File: src/rtl/idx_vec_builder.sv
// -----------------------------------------------------------------------------
// idx_vec_builder
//
// Rebuilds a WIDTH-bit vector from a stream of bit indices. This is the inverse
// of a most-significant-set-bit index encoder. Each accepted index sets its bit
// in an accumulator. An index flagged "last" closes the vector, which is then
// presented on a valid/ready handshake.
//
// Parameters
//   WIDTH : vector width (>= 1)
//   IDXW  : index width, $clog2(WIDTH) with a minimum of 1 (derived)
//
// Ports
//   i_clk          clock
//   i_rst          synchronous reset, active-high
//   i_cg           clock-gate enable; 0 holds all state
//   i_index        bit index to set
//   i_indexLast    this index closes the current vector
//   i_indexValid   index offered
//   o_indexReady   index accepted when valid & ready (combinational)
//   o_vector       completed vector
//   o_vectorValid  o_vector valid
//   i_vectorReady  consumer takes o_vector
//   o_dup          sticky per vector: an accepted index was already set
//   o_rangeErr     sticky per vector: an accepted index was >= WIDTH
//   o_mssb         (IDX_VEC_BUILDER_MSSB_EN only) index of the most
//                  significant set bit of o_vector, 0 when o_vector == 0
//
// Build option
//   IDX_VEC_BUILDER_MSSB_EN : adds the o_mssb output
// -----------------------------------------------------------------------------
module idx_vec_builder #(
  parameter  int WIDTH = 7,
  localparam int IDXW  = (WIDTH > 1) ? $clog2(WIDTH) : 1
) (
  input  logic             i_clk,
  input  logic             i_rst,
  input  logic             i_cg,
  input  logic [IDXW-1:0]  i_index,
  input  logic             i_indexLast,
  input  logic             i_indexValid,
  output logic             o_indexReady,
  output logic [WIDTH-1:0] o_vector,
  output logic             o_vectorValid,
  input  logic             i_vectorReady,
  output logic             o_dup,
  output logic             o_rangeErr
`ifdef IDX_VEC_BUILDER_MSSB_EN
  ,
  output logic [IDXW-1:0]  o_mssb
`endif
);

  typedef enum logic {
    ACCUM = 1'b0,
    HOLD  = 1'b1
  } state_t;

  state_t           r_state, w_nextState;
  logic [WIDTH-1:0] r_acc, w_nextAcc;
  logic [WIDTH-1:0] r_vector, w_nextVector;
  logic             r_vectorValid, w_nextVectorValid;
  logic             r_dup, w_nextDup;
  logic             r_rangeErr, w_nextRangeErr;

  logic             w_indexReady;
  logic             w_accIdx;
  logic             w_inRange;
  logic [WIDTH-1:0] w_bit;
  logic [WIDTH-1:0] w_mergedAcc;
  logic             w_isDup;
  logic             w_vecDone;

`ifdef IDX_VEC_BUILDER_MSSB_EN
  logic [IDXW-1:0]  r_mssb, w_nextMssb;

  // Index of the most significant set bit; 0 for an all-zero vector.
  function automatic logic [IDXW-1:0] mssbIdx(input logic [WIDTH-1:0] v);
    logic [IDXW-1:0] r;
    r = '0;
    for (int unsigned i = 0; i < WIDTH; i++) begin
      if (v[i]) r = IDXW'(i);
    end
    return r;
  endfunction
`endif

  // Extra leading zero so the compare also works when WIDTH == 2**IDXW.
  assign w_inRange    = ({1'b0, i_index} < (IDXW+1)'(WIDTH));
  assign w_bit        = w_inRange ? (WIDTH'(1) << i_index) : '0;
  assign w_mergedAcc  = r_acc | w_bit;
  assign w_isDup      = |(r_acc & w_bit);

  assign w_indexReady = i_cg && (r_state == ACCUM);
  assign w_accIdx     = i_indexValid && w_indexReady;
  assign w_vecDone    = r_vectorValid && i_vectorReady && i_cg;

  always_comb begin
    w_nextState       = r_state;
    w_nextAcc         = r_acc;
    w_nextVector      = r_vector;
    w_nextVectorValid = r_vectorValid;
    w_nextDup         = r_dup;
    w_nextRangeErr    = r_rangeErr;
`ifdef IDX_VEC_BUILDER_MSSB_EN
    w_nextMssb        = r_mssb;
`endif
    unique case (r_state)
      ACCUM: begin
        if (w_accIdx) begin
          w_nextAcc = w_mergedAcc;
          if (w_isDup)    w_nextDup      = 1'b1;
          if (!w_inRange) w_nextRangeErr = 1'b1;
          if (i_indexLast) begin
            // The closing index is folded into the presented vector.
            w_nextVector      = w_mergedAcc;
            w_nextVectorValid = 1'b1;
            w_nextState       = HOLD;
`ifdef IDX_VEC_BUILDER_MSSB_EN
            w_nextMssb        = mssbIdx(w_mergedAcc);
`endif
          end
        end
      end
      HOLD: begin
        if (w_vecDone) begin
          // o_vector keeps its last value; only valid and the flags clear.
          w_nextVectorValid = 1'b0;
          w_nextAcc         = '0;
          w_nextDup         = 1'b0;
          w_nextRangeErr    = 1'b0;
          w_nextState       = ACCUM;
        end
      end
      default: w_nextState = ACCUM;
    endcase
  end

  always_ff @(posedge i_clk) begin
    if (i_rst) begin
      r_state       <= ACCUM;
      r_acc         <= '0;
      r_vector      <= '0;
      r_vectorValid <= 1'b0;
      r_dup         <= 1'b0;
      r_rangeErr    <= 1'b0;
`ifdef IDX_VEC_BUILDER_MSSB_EN
      r_mssb        <= '0;
`endif
    end else if (i_cg) begin
      r_state       <= w_nextState;
      r_acc         <= w_nextAcc;
      r_vector      <= w_nextVector;
      r_vectorValid <= w_nextVectorValid;
      r_dup         <= w_nextDup;
      r_rangeErr    <= w_nextRangeErr;
`ifdef IDX_VEC_BUILDER_MSSB_EN
      r_mssb        <= w_nextMssb;
`endif
    end
  end

  assign o_indexReady  = w_indexReady;
  assign o_vector      = r_vector;
  assign o_vectorValid = r_vectorValid;
  assign o_dup         = r_dup;
  assign o_rangeErr    = r_rangeErr;
`ifdef IDX_VEC_BUILDER_MSSB_EN
  assign o_mssb        = r_mssb;
`endif

endmodule
File: config.mk
export PLATFORM = sky130hd
export DESIGN_NAME = idx_vec_builder
export DESIGN_NICKNAME = d
export VERILOG_FILES = /design/src/rtl/idx_vec_builder.sv
export SDC_FILE = /design/constraint.sdc
export NUM_CORES = 1
export LEC_CHECK = 0
export ABC_AREA = 1
export BUFFER_PORTS_ARGS = -buffer_cell sky130_fd_sc_hd__clkbuf_2
export CORE_MARGIN = 5
export CORE_UTILIZATION = 55
export CTS_BUF_LIST = sky130_fd_sc_hd__clkbuf_4
export CTS_CLUSTER_DIAMETER = 30
export CTS_CLUSTER_SIZE = 14
export DETAILED_ROUTE_END_ITERATION = 10
export PLACE_DENSITY = 0.82
export SYNTH_ARGS = -nofsm -noshare
export SYNTH_HDL_FRONTEND = slang
export SYNTH_SLANG_ARGS = --single-unit
File: constraint.sdc
create_clock -name i_clk -period 1.9 [get_ports i_clk]
set_input_delay 0.38 -clock i_clk [delete_from_list [all_inputs] [get_ports i_clk]]
set_output_delay 0.38 -clock i_clk [all_outputs]
set_load 0.05 [all_outputs]
==> results of run 1 <==
==> path summary, 6_finish.rpt <==
path	slack [ns]	to	start	depth (start not counted)
setup reg to reg	0.58	o_rangeErr$_SDFFE_PP0P_	o_vectorValid$_SDFFE_PP0P_	4
hold reg to reg	0.46	o_rangeErr$_SDFFE_PP0P_	o_rangeErr$_SDFFE_PP0P_	2
setup / recovery	0.44	o_indexReady	r_state$_SDFFE_PP0P_	2
hold / removal	0.38	o_vector[1]$_SDFFE_PP0P_	i_rst	2
==> power groups by stage <==
stage | logic (W) | registers [W] | clock network [W]
final | 0.0000930 | 0.000389 | 0.000189
after detailed placement | 0.0000928 | 0.000398 | 0
after global routing | 0.000102 | 0.000390 | 0.000213
after floorplan | 0.0000580 | 0.000411 | 0
after global placement | 0.0000918 | 0.000398 | 0
after CTS | 0.0000931 | 0.000389 | 0.000193
==> state kept, by name (all words and copies together) (netlist names) <==
signal,flops
o_vectorValid,1
o_vector,7
r_state,1
o_dup,1
r_acc,7
o_rangeErr,1
==> cells in the mapped netlist (all sizes together) <==
| master | count | share of area |
|---|---|---|
| a21oi | 12 | 0.073 |
| a31oi | 1 | 0.0076 |
| buf | 4 | 0.032 |
| clkbuf | 1 | 0.0046 |
| dfxtp | 18 | 0.44 |
| inv | 13 | 0.062 |
| nand2 | 21 | 0.11 |
| nand3 | 11 | 0.067 |
| nand4 | 5 | 0.038 |
| nor2 | 12 | 0.064 |
| nor3 | 3 | 0.018 |
| nor3b | 3 | 0.027 |
| o21ai | 3 | 0.018 |
| o21bai | 1 | 0.014 |
| or2 | 3 | 0.023 |
==> per-stage QoR <==
stage / cells / total power [W]
2_1_floorplan: 111 / 0.000469
3_3_place_gp: 141 / 0.000490
3_5_place_dp: 141 / 0.000491
4_1_cts: 145 / 0.000676
5_1_grt: 145 / 0.000706
6_report: 145 / 0.000671
==> layout make-up <==
type	count	area (um^2)	share of cell area
clock inverters	1	3.75	0.00402
clock buffers	3	22.5	0.0241
multi-input cells	75	382	0.408
inverters	13	51.3	0.0549
flip-flops and latches	18	360	0.386
well taps	16	20.0	0.0214
repair buffers	19	95.1	0.102
==> per-layer routing <==
layer  vias up  wire (um)
met2        22        812
met1       337        736
li1        400          -
met4         0         29
met3         5         74
met5         -          0
==> cells by family after synthesis <==
family / synth area share
flops: 0.438
buf+inv: 0.0988
simple gates: 0.351
compound gates: 0.112
==> results_dict.tcl, run 1 <==
set metrics [dict create \
    place_hpwl_um 1300 \
    ys_ff_latch 18 \
    dpl_cell_area_um2 908 \
    totalWireLength_um 1650 \
    switchingPower_w 0.000185 \
    rsz0062_at_grt "no" \
    cts_buffers 3 \
    core_area_um2 1450 \
    via_per_inst 5.27 \
    ys_types 22 \
    root_buffer "clkbuf_4" \
    fin_crit_ns 1.46 \
    ys_warn_count 0 \
    layout_setup_ws_ns 0.444 \
    grt_overflow 0 \
    syn_inst 111 \
    critPathMaxStageDelay_ns 0.36 \
    drc 0 \
    layout.nets 139 \
    syn_avg_cell_area_um2 7.42 \
    worst-endpoint-required_ns 1.52 \
    gp_congestion 0.793 \
    clk_pin_slew_ns 0.10 \
    diodes 0 \
    p_leak_nw 0.416 \
    intPower_w 0.000487 \
    cap_violations 0 \
    fmax_mhz 687 \
    wire_per_inst_um 11.4 \
    drt_iter0_markers 7 \
    gr-usage-all-layers 0.143 \
    drv_slew 0 \
    switching_share 0.275 \
    rows 14 \
    nFillCells 145 \
    use_met2 0.235 \
    crit_type "reg -> out" \
    critPathLaunchType "register" \
    fin_setup_tns_ns 0 \
    status "complete, no violations" \
    drive_gt1_frac 0.233 \
    pin_count 20 \
    cp_top_family "flip-flops" \
    area_growth_pct 13.5 \
    finalCritPeriodShare 0.766 \
    comb_power_share 0.139 \
    drt-pass1-iter-count 4 \
    layout_common_cells "19 x nand2_1, 19 x clkbuf_2, 18 x dfxtp_1, 12 x a21oi_1" \
    peakVddDrop_uv 401 \
    die_x_um 48.7 \
    fin_skew_ns 0.00771 \
    cp_slowest_cell "dfxtp_1" \
    die_h_um 48.7 \
    place_ws_ns 0.468 \
    grt_pass1_wl_um 2790 \
    grt_pass1_vias 678 \
    initial_core_util 0.566 \
    die-area_um2 2370 \
    syn-cell-area_um2 823 \
    cts_resized 0 \
    cts_setup_buffers 0 \
    ant_nets 0 \
    powerDensity_nw_per_um2 718 \
    cp.arrival_ns 1.08 \
    hold_viol_final 0 \
    grt_max_degree 12 \
    clk_latency_ns 0.29 \
    synth_fp_nets 120 \
    cp_max_fo 3 \
    htree_num_levels 1 \
    p_seq_frac 0.580 \
    busiest_layer "met2" \
    grt_antenna_before_repair 0 \
    slew_headroom 0.653 \
    ctsHoldBuffers 0 \
    finalHoldWorstSlack_ns 0.379 \
    cts_buffer_depth 2 \
    clkPwrFrac 0.281 \
    via_count 764 \
    setup_violations 0 \
    grt_util_met1 0.171 \
    numPortBuffers 19 \
    crit_chain "nor2_4, clkbuf_2" \
    final_area_um2 935 \
    worst_pin_slew_ns 0.516 \
    final_util 0.643 \
    path_buf_inv 1 \
    hold_path.class "in -> reg" \
    cts_num_sinks 18 \
    ys_seq_area_frac 0.438 \
    gr-usage-met3 0.0307 \
    cts_tree "done" \
    endpoint_kind "primary output" \
]
Power figures use the tool's default switching activity.
==> run 2: changes to the inputs <==
CORE_UTILIZATION = 53   (was 55)
PLACE_DENSITY = 0.79   (was 0.82)
clock period = 1.46 ns   (was 1.9 ns; I/O delays follow)
==> results_dict.tcl, run 2 (synthesis results as in run 1) <==
set metrics [dict create \
    cap_violations 0 \
    htree_num_levels 1 \
    crit_type "reg -> out" \
    cts_buffer_depth 2 \
    nFillCells 137 \
    crit_chain "nor2_4, clkbuf_2" \
    layout.nets 140 \
    cp_max_fo 3 \
    place_hpwl_um 1290 \
    grt_pass1_vias 669 \
    fin_crit_ns 1.36 \
    critPathLaunchType "register" \
    drt-pass1-iter-count 4 \
    rsz0062_at_grt "no" \
    cts_setup_buffers 0 \
    cts_resized 0 \
    hold_viol_final 0 \
    grt_overflow 0 \
    cp.arrival_ns 1.07 \
    rows 14 \
    cp_slowest_cell "dfxtp_1" \
    gr-usage-met3 0.0428 \
    powerDensity_nw_per_um2 933 \
    gr-usage-all-layers 0.146 \
    core_area_um2 1490 \
    fmax_mhz 736 \
    grt_pass1_wl_um 2860 \
    clk_pin_slew_ns 0.10 \
    wire_per_inst_um 11.5 \
    clk_latency_ns 0.29 \
    critPathMaxStageDelay_ns 0.35 \
    status "complete, no violations" \
    diodes 0 \
    pin_count 20 \
    ctsHoldBuffers 0 \
    grt_util_met1 0.189 \
    grt_max_degree 12 \
    p_leak_nw 0.422 \
    drc 0 \
    fin_setup_tns_ns 0 \
    initial_core_util 0.553 \
    hold_path.class "in -> reg" \
    die_x_um 49.4 \
    ant_nets 0 \
    path_buf_inv 1 \
    use_met2 0.221 \
    root_buffer "clkbuf_4" \
    cts_tree "done" \
    peakVddDrop_uv 642 \
    gp_congestion 0.843 \
    busiest_layer "met2" \
    cts_num_sinks 18 \
    die-area_um2 2440 \
    endpoint_kind "primary output" \
    drt_iter0_markers 21 \
    die_h_um 49.4 \
    cts_buffers 3 \
    setup_violations 0 \
    area_growth_pct 14.6 \
    via_per_inst 5.27 \
    finalHoldWorstSlack_ns 0.290 \
    via_count 770 \
    drive_gt1_frac 0.246 \
    fin_skew_ns 0.00732 \
    drv_slew 0 \
    worst_pin_slew_ns 0.433 \
    finalCritPeriodShare 0.931 \
    worst-endpoint-required_ns 1.17 \
    cp_top_family "flip-flops" \
    slew_headroom 0.711 \
    numPortBuffers 19 \
    layout_common_cells "19 x nand2_1, 19 x clkbuf_2, 17 x dfxtp_1, 12 x a21oi_1" \
    totalWireLength_um 1680 \
    grt_antenna_before_repair 0 \
]
-- run 2: changes by cell type in the layout (fill, tap and decap cells not counted) --
cell,delta
buf_4,+1
dfxtp_1,-1
dfxtp_2,+1
-- run 2: cell type report --
cell class | instances | area (um^2) | area share
Timing Repair Buffer | 20 | 103 | 0.109
Inverter | 13 | 51.3 | 0.0544
Tap cell | 16 | 20.0 | 0.0212
Clock buffer | 3 | 22.5 | 0.0239
Sequential cell | 18 | 362 | 0.383
Multi-Input combinational cell | 75 | 382 | 0.405
Clock inverter | 1 | 3.75 | 0.00398
-- run 2: layer usage --
layer | part of all wire | routed length [um]
met4 | 0.0071 | 12
met5 | 0 | 0
met3 | 0.057 | 96
met1 | 0.47 | 791
met2 | 0.46 | 780
-- run 2: final timing paths --
path | from | end | slack [ns] | cells past startpoint
max | r_state$_SDFFE_PP0P_ | o_indexReady | 0.10 | 2
min | i_rst | r_state$_SDFFE_PP0P_ | 0.29 | 2
max reg2reg | r_state$_SDFFE_PP0P_ | o_vector[3]$_SDFFE_PP0P_ | 0.26 | 6
min reg2reg | o_dup$_SDFFE_PP0P_ | o_dup$_SDFFE_PP0P_ | 0.45 | 2
-- run 2: where the power goes --
group	switching, W	internal (W)	total (W)
clock	0.000150	0.0000993	0.000249
sequential	0.00000654	0.000501	0.000507
combinational	0.0000883	0.0000357	0.000124
-- run 2: stage by stage --
| step | power [W] | std cells | cell area, um^2 | utilization | setup WS [ns] |
|---|---|---|---|---|---|
| 2_1_floorplan | 0.000610 | 111 | 825 | - | 0.0967 |
| 3_5_place_dp | 0.000642 | 142 | 917 | 0.616 | 0.215 |
| 4_1_cts | 0.000886 | 146 | 943 | 0.634 | 0.0872 |
| 5_1_grt | 0.000934 | 146 | 943 | 0.634 | 0.0411 |
| 6_report | 0.000881 | 146 | 943 | 0.634 | 0.101 |
| 3_3_place_gp | 0.000639 | 142 | 917 | 0.616 | 0.243 |
==> run 3: changes to the inputs <==
CORE_MARGIN = default   (was 5)
CTS_CLUSTER_DIAMETER = 80   (was 30)
clock period = 1.4 ns   (was 1.46 ns; I/O delays follow)
==> results_dict.tcl, run 3 (synthesis results as in run 1) <==
set metrics [dict create \
    clk_pin_slew_ns 0.10 \
    drt_iter0_markers 13 \
    ant_nets 0 \
    cts_buffers 3 \
    powerDensity_nw_per_um2 960 \
    use_met2 0.338 \
    grt_antenna_before_repair 0 \
    min_path_cells 3 \
    cp_top_family "flip-flops" \
    cts_setup_buffers 0 \
    drc 0 \
    die_x_um 41.4 \
    rows 13 \
    initial_core_util 0.603 \
    fin_crit_ns 1.36 \
    diodes 0 \
    root_buffer "clkbuf_4" \
    setup_violations 0 \
    finalCritPeriodShare 0.971 \
    cts_buffer_depth 2 \
    pin_count 20 \
    rsz0062_at_grt "no" \
    worst_pin_slew_ns 0.452 \
    drv_slew 0 \
    crit_chain "nor2_4, clkbuf_2" \
    totalWireLength_um 1670 \
    place_hpwl_um 1210 \
    grt_pass1_wl_um 2750 \
    wire_per_inst_um 11.5 \
    critPathLaunchType "register" \
    cp_slowest_cell "dfxtp_1" \
    busiest_layer "met2" \
    htree_num_levels 1 \
    area_growth_pct 14.9 \
    hold_viol_final 0 \
    timing.hold.worst.start "i_rst" \
    via_per_inst 5.35 \
    grt_overflow 0 \
    cts_num_sinks 18 \
    crit_type "reg -> out" \
    dp_cells 142 \
    core_area_um2 1370 \
    grt_pass1_vias 671 \
    layout_common_cells "19 x nand2_1, 19 x clkbuf_2, 17 x dfxtp_1, 12 x a21oi_1" \
    grt_max_degree 12 \
    path_buf_inv 1 \
    rrSetupSlack_ns 0.19 \
    cts_resized 0 \
    nFillCells 134 \
    reg2reg_to "o_vector[3]$_SDFFE_PP0P_" \
    layout.nets 141 \
    grt_util_met1 0.268 \
    fin_cells 145 \
    worst-endpoint-required_ns 1.12 \
    endpoint_kind "primary output" \
    reg2reg_from "r_state$_SDFFE_PP0P_" \
    status "complete, no violations" \
    cp.arrival_ns 1.08 \
    cts_tree "done" \
    drt-pass1-iter-count 4 \
    ctsHoldBuffers 0 \
    fin_setup_tns_ns 0 \
    die_h_um 41.4 \
    cp_max_fo 3 \
    die-area_um2 1710 \
    p_leak_nw 0.425 \
    clk_latency_ns 0.29 \
    slew_headroom 0.698 \
    crit_path_start "r_state$_SDFFE_PP0P_" \
    finalHoldWorstSlack_ns 0.321 \
    via_count 776 \
    hold_path_end "o_vector[4]$_SDFFE_PP0P_" \
    gr-usage-met3 0.0261 \
    ff2ff_path_depth 6 \
    gr-usage-all-layers 0.203 \
    cap_violations 0 \
    numPortBuffers 19 \
    drive_gt1_frac 0.254 \
    peakVddDrop_uv 661 \
    fmax_mhz 735 \
    hold_path.class "in -> reg" \
    critPathMaxStageDelay_ns 0.36 \
    gp_congestion 0.883 \
    fin_skew_ns 0.00534 \
]
==> run 3: report_power, final <==
| part | total [W] | switching, W | internal, W | leakage, nW |
|---|---|---|---|---|
| sequential | 0.000529 | 0.00000702 | 0.000522 | 0.146 |
| clock | 0.000247 | 0.000147 | 0.000100 | 0.0138 |
| combinational | 0.000132 | 0.0000926 | 0.0000391 | 0.265 |
| total | 0.000908 | 0.000247 | 0.000661 | 0.425 |
==> run 3: cell type report <==
class / count / area, um^2 / share of cell area
multi-input cells: 75 / 382 / 0.403
flip-flops and latches: 18 / 362 / 0.382
repair buffers: 21 / 110 / 0.116
inverters: 13 / 51.3 / 0.0542
clock buffers: 3 / 22.5 / 0.0238
well taps: 15 / 18.8 / 0.0198
==> run 3: how the worst max path moves through the flow <==
stage | slack (ns) | depth (start not counted) | end
floorplan | 0.04 | 7 | o_vector[4]$_SDFFE_PP0P_
global placement | 0.20 | 8 | o_vector[3]$_SDFFE_PP0P_
detailed placement | 0.17 | 8 | o_vector[3]$_SDFFE_PP0P_
CTS | 0.03 | 2 | o_indexReady
global route | 0.006 | 2 | o_indexReady
finish | 0.04 | 2 | o_indexReady
==> run 3: worst reg2reg max path: stages, from the launching register on <==
cell	delay [ns]
dfxtp_1	0.36
nor2_4	0.14
nand2_4	0.07
inv_4	0.09
nand2_4	0.09
or2_2	0.28
a21oi_1	0.11
==> run 3: stage by stage <==
stage	setup slack, ns	utilization	cell area [um^2]	total power (W)
2_1_floorplan	0.0367	-	825	0.000637
4_1_cts	0.0342	0.692	946	0.000915
3_3_place_gp	0.202	0.676	923	0.000668
5_1_grt	0.00560	0.692	946	0.000940
3_5_place_dp	0.172	0.676	923	0.000671
6_report	0.0401	0.692	946	0.000908
==> run 3: routing by layer <==
layer | up-vias | part of all wire | wire length (um)
met4 | 0 | 0.011 | 18
li1 | 403 | - | -
met5 | - | 0 | 0
met1 | 335 | 0.46 | 774
met3 | 4 | 0.065 | 108
met2 | 34 | 0.46 | 767
